`src/rtl/op_sequencer_arb.sv`:
```
// Shares one datapath between requesters A and B: arbitrate, LOAD, EXEC (N steps), WRITE, DONE; ROUND_ROBIN_EN selects round-robin ties.
// Ack to Done is N+3 cycles; requests are sampled only in IDLE, so a requester waits (no Ack) while Busy.
module op_sequencer_arb #(
   parameter int WIDTH      = 8,
   parameter int MUL_CYCLES = 8
) (
   input  logic             clk,
   input  logic             Reset,
   input  logic             ReqA,
   input  logic [3:0]       OpA,
   input  logic [WIDTH-1:0] Input1A,
   input  logic [WIDTH-1:0] Input2A,
   input  logic             ReqB,
   input  logic [3:0]       OpB,
   input  logic [WIDTH-1:0] Input1B,
   input  logic [WIDTH-1:0] Input2B,
   output logic             AckA,
   output logic             AckB,
   output logic [WIDTH-1:0] Dp_Op1,
   output logic [WIDTH-1:0] Dp_Op2,
   output logic [3:0]       Dp_Opc,
   output logic             Dp_Clr,
   output logic             Dp_Step,
   input  logic [WIDTH-1:0] Dp_Result,
   output logic [WIDTH-1:0] Result,
   output logic             ResultId,
   output logic             Done,
   output logic             Err,
   output logic             Busy
);

   typedef enum logic [2:0] {S_IDLE, S_LOAD, S_EXEC, S_WRITE, S_DONE} state_t;

   state_t     state;
   state_t     next_state;
   logic [3:0] cnt;
   logic [3:0] load_n;
   logic       illegal;
   logic       err_flag;
   logic       owner_b;
   logic       grant_a;
   logic       grant_b;
   logic       take;
`ifdef ROUND_ROBIN_EN
   logic       last_b;
`endif

   // Grants exist only in IDLE and are suppressed while Reset is high.
   always_comb begin
      grant_a = 1'b0;
      grant_b = 1'b0;
      if (state == S_IDLE && !Reset) begin
`ifdef ROUND_ROBIN_EN
         grant_a = ReqA && (!ReqB || last_b);
`else
         grant_a = ReqA;
`endif
         grant_b = ReqB && !grant_a;
      end
      take = grant_a || grant_b;
   end

   always_comb begin
      illegal = 1'b0;
      load_n  = 4'd0;
      if (Dp_Opc <= 4'd5)
         load_n = 4'd1;
      else if (Dp_Opc <= 4'd8)
         load_n = {1'b0, Dp_Op2[2:0]};
      else if (Dp_Opc == 4'd9)
         load_n = 4'(MUL_CYCLES);
      else
         illegal = 1'b1;
   end

   always_ff @(posedge clk) begin
      if (Reset)
         state <= S_IDLE;
      else
         state <= next_state;
   end

   always_comb begin
      next_state = state;
      case (state)
         S_IDLE:  if (take) next_state = S_LOAD;
         S_LOAD:  next_state = (load_n == 4'd0) ? S_WRITE : S_EXEC;
         S_EXEC:  if (cnt <= 4'd1) next_state = S_WRITE;
         S_WRITE: next_state = S_DONE;
         S_DONE:  next_state = S_IDLE;
         default: next_state = S_IDLE;
      endcase
   end

   always_comb begin
      AckA    = grant_a;
      AckB    = grant_b;
      Dp_Clr  = (state == S_LOAD);
      Dp_Step = (state == S_EXEC);
      Done    = (state == S_DONE);
      Busy    = (state != S_IDLE);
   end

   always_ff @(posedge clk) begin
      if (Reset) begin
         Dp_Opc   <= '0;
         Dp_Op1   <= '0;
         Dp_Op2   <= '0;
         owner_b  <= 1'b0;
         cnt      <= '0;
         err_flag <= 1'b0;
         Result   <= '0;
         ResultId <= 1'b0;
         Err      <= 1'b0;
`ifdef ROUND_ROBIN_EN
         last_b   <= 1'b1;
`endif
      end else begin
         if (take) begin
            Dp_Opc  <= grant_b ? OpB : OpA;
            Dp_Op1  <= grant_b ? Input1B : Input1A;
            Dp_Op2  <= grant_b ? Input2B : Input2A;
            owner_b <= grant_b;
`ifdef ROUND_ROBIN_EN
            last_b  <= grant_b;
`endif
         end
         case (state)
            S_LOAD: begin
               cnt      <= load_n;
               err_flag <= illegal;
            end
            S_EXEC:  cnt <= cnt - 4'd1;
            S_WRITE: begin
               // An illegal opcode leaves the previous result visible.
               if (!err_flag) Result <= Dp_Result;
               ResultId <= owner_b;
               Err      <= err_flag;
            end
            default: ;
         endcase
      end
   end

endmodule

```
`config.mk`:
```
export PLATFORM = sky130hd
export DESIGN_NAME = op_sequencer_arb
export DESIGN_NICKNAME = d
export VERILOG_FILES = /design/src/rtl/op_sequencer_arb.sv
export SDC_FILE = /design/constraint.sdc
export NUM_CORES = 1
export LEC_CHECK = 0
export ABC_AREA = 1
export ABC_CLOCK_PERIOD_IN_PS = 1350
export CAP_MARGIN = 5
export CORE_UTILIZATION = 41
export DETAILED_ROUTE_END_ITERATION = 16
export MAX_ROUTING_LAYER = met4
export PLACE_DENSITY_LB_ADDON = 0.1
export SLEW_MARGIN = 20
export SYNTH_ARGS = -nofsm -noshare
export SYNTH_HDL_FRONTEND = slang
export SYNTH_SLANG_ARGS = --single-unit
```
`constraint.sdc`:
```
create_clock -name clk -period 1.35 [get_ports clk]
set_input_delay 0.135 -clock clk [delete_from_list [all_inputs] [get_ports clk]]
set_output_delay 0.135 -clock clk [all_outputs]
set_load 0.01 [all_outputs]
```
==> summary.md <==
| Metric | Value |
|---|---|
| Clk_lat worst skew | `290 ps` |
| CP arrival | `1570 ps` |
| Yosys top cell area share | `41.5%` |
| CP Launch Type | `flop` |
| Vias in the first global route | `1,977` |
| Worst reg-to-reg setup slack | `6 ps` |
| Syn_nets | `318` |
| DRT iter0 DRCs | `55` |
| Pre-antenna DRT Iters | `4` |
| Capture point of the worst reg-to-reg path | `Dp_Op2[6]` |
| Final setup violating endpoints | `0` |
| Mapped Area | `1880 um^2` |
| ANT nets after route | `0` |
| Syn Inst Count | `264` |
| Row count | `24` |
| Measured slew at the worst slew-check pin | `397 ps` |
| Post-route cell area | `3210 um^2` |
| Core Util, Final | `73.3%` |
| R2R cell count | `9` |
| DIE AREA | `4870 um^2` |
| Syn_area_per_cell | `7.13 um^2` |
| Outcome | `complete, no violations` |
| Hold WS | `425 ps` |
| GP Congestion | `0.791` |
| RSZ-0062 raised after global routing | `true` |
| Worst Skew | `7.29 ps` |
| Pins over their slew limit | `0` |
| R2R Path Start | `state[2]` |
| Total grt overflow | `0` |
| Synth cell count leaders | `dfxtp_1, o21ai_1, inv_1` |
| Sequential cell area | `797 um^2` |
| Delay of the slowest critical-path stage | `370 ps` |
| Worst path required time | `1580 ps` |
| Post-synthesis register bit count | `39` |
| Cts hold-fix bufs | `0` |
| Synth async-reset ratio | `0%` |
| Worst rel slew slack | `73.5%` |
| Max VDD drop | `717 uV` |
| Yosys warnings | `0` |
| Core ar. | `4380 um^2` |
| Area of the multi-input gates | `986 um^2` |
| Largest net degree at the start of global routing | `43` |
| Leakage | `1.54 nW` |
| Critical path capture point type | `flop` |
| I/O pin cnt | `88` |
| Nets | `424` |
| Min cycle time layout | `1340 ps` |
| Sequential-to-total area share from yosys stat | `41.5%` |
| CTS Buf Count | `5` |
| # clock sinks | `39` |
| Post-synth top area cell | `dfxtp_1` |
| Tot Pwr | `4.55 mW` |
| Cell mode on critical path | `buf_6` |
| Max Root-Sink Buffers | `2` |
| Worst setup path start | `state[2]` |
| Synth area leaders | `dfxtp_1, o21ai_1, inv_1, nand2_1, nor2_1` |
| Remaining DRCs | `0` |
| Number of fill cells | `367` |
| Ant diodes | `0` |
| Period utilization | `99.6%` |
| Vias/cell | `4.91` |
| Port bufs | `87` |
| Drt wl/cell | `12.2 um` |
| CP Cell Sequence | `inv_2 > buf_6 > nand4_4 > inv_2 > buf_6 > nor2_4 > buf_6 > nand2_1 > a21oi_2` |
| H-tree depth reported by CTS | `2` |
| Total track usage | `21.8%` |
| First-pass GRT wire length | `8.28 mm` |
| Starting Density | `43.0%` |
| DIE HEIGHT | `69.8 um` |
| Layout Area Growth over Synthesis | `70.6%` |
| Root Buffer | `clkbuf_8` |
| Final hold violation count | `0` |
| Die Width | `69.8 um` |
| Fin cells | `423` |
| Initial antenna violation count | `0` |
| Hold Path Class | `primary input to flop` |
| Critical path type | `flop to flop` |
| Number of synthesized flops with an enable pin | `0` |
| Synth cell types | `25` |
| Maximum clock frequency | `744 MHz` |
| Max stage delay cell, worst path | `dfxtp_4` |
| Total Wirelength | `5.16 mm` |
| PwrDens | `1420 nW/um^2` |
| Vias | `2,077` |
| Top FF cell, synth | `dfxtp_1` |
| Share of cells above drive strength 1 | `23.2%` |
| CTS tree | `built` |
| Cells after DPL | `411` |
| Cell Area, Placed | `2900 um^2` |
| Crit path to | `Dp_Op2[6]` |
| Crit Path Max Fanout | `8` |
| Total of max-cap violations | `0` |
| Clock transition at path regs | `70 ps` |
| HPWL after detailed placement | `3.54 mm` |
metrics by stage:
| stage | setup TNS [ps] | setup slack (ps) |
|---|---|---|
| 2_1_floorplan | 0 | 78.8 |
| 3_3_place_gp | -6600 | -320 |
| 3_5_place_dp | -7270 | -317 |
| 4_1_cts | 0 | 2.87 |
| 5_1_grt | -986 | -76.5 |
| 6_report | 0 | 6.01 |
cells by family after synthesis:
kind of cell	Yosys count	synth area share, %
AO/OA/AOI/OAI	80	21.5
XOR/XNOR	2	0.930
adder cells (fa/ha/maj)	2	1.33
buffers and inverters	53	12.6
flip-flops	39	41.5
AND/OR/NAND/NOR	88	22.2
metal layers:
metal | global-route usage, % | up-vias | part of all wire [%]
met4 | 10.0 | 0 | 2.3
met5 | - | - | 0
met2 | 34.9 | 69 | 48
met1 | 25.1 | 934 | 43
met3 | 6.54 | 13 | 6.9
li1 | - | 1061 | -
worst max-delay path: cells and delay by family (launching register included):
| kind | cells | cell delay [ps] |
|---|---|---|
| DFF | 1 | 370 |
| buffers and inverters | 5 | 490 |
| and+or+nand+nor | 3 | 300 |
| AOI/OAI and AO/OA | 1 | 110 |
flip-flops by register name (all words and copies together) (netlist names):
| signal | cells |
|---|---|
| Err | 1 |
| Dp_Op2 | 8 |
| err_flag | 1 |
| Result | 8 |
| cnt | 4 |
| state | 3 |
| owner_b | 1 |
| Dp_Opc | 4 |
| ResultId | 1 |
| Dp_Op1 | 8 |
area by class of cell:
class	instances	area share (%)
sequential	39	24.8
tap	52	2.03
multi-input combinational	172	30.7
timing repair buffer	111	34.9
clock buffer	7	2.38
inverter	41	5.03
clock inverter	1	0.156
power breakdown:
part	switching [mW]	internal, mW
Clock	0.388	0.363
Combinational	1.06	1.14
Sequential	0.199	1.40
Total	1.65	2.90
worst min path at each step:
stage / startpoint / end / cells past startpoint
after floorplan: Dp_Result[0] / Result[0] / 2
after global placement: Dp_Op1[2] / Dp_Op1[2] / 2
after detailed placement: Dp_Op2[3] / Dp_Op2[3] / 2
after CTS: Dp_Result[4] / Result[4] / 3
after global routing: Dp_Result[2] / Result[2] / 3
final: Dp_Result[6] / Result[6] / 3
timing repair:
item	4_1_cts	5_1_grt
setup buffers	2	2
setup endpoints to repair	35	39
resized for setup	39	58
pin swaps	5	27
cell usage in the layout, fill, tap and decap left out, types with 2 or more instances in the layout:
master            n
clkdlybuf4s50_1  69
o21ai_1          40
inv_1            35
nor2_1           33
dfxtp_1          32
nand2_1          25
a21oi_2          14
buf_4            14
o21ai_0          13
dlymetal6s2s_1   12
a21oi_1          10
nand2_2          10
buf_6             8
nand3_1           6
clkbuf_8          5
dfxtp_2           4
inv_2             4
buf_2             4
nor2_4            3
buf_12            3
dfxtp_4           3
nand4_4           2
nor3_4            2
xnor2_1           2
nand2_4           2
nor3_1            2
ha_1              2
clkbuf_1          2
Power figures use the tool's default switching activity.
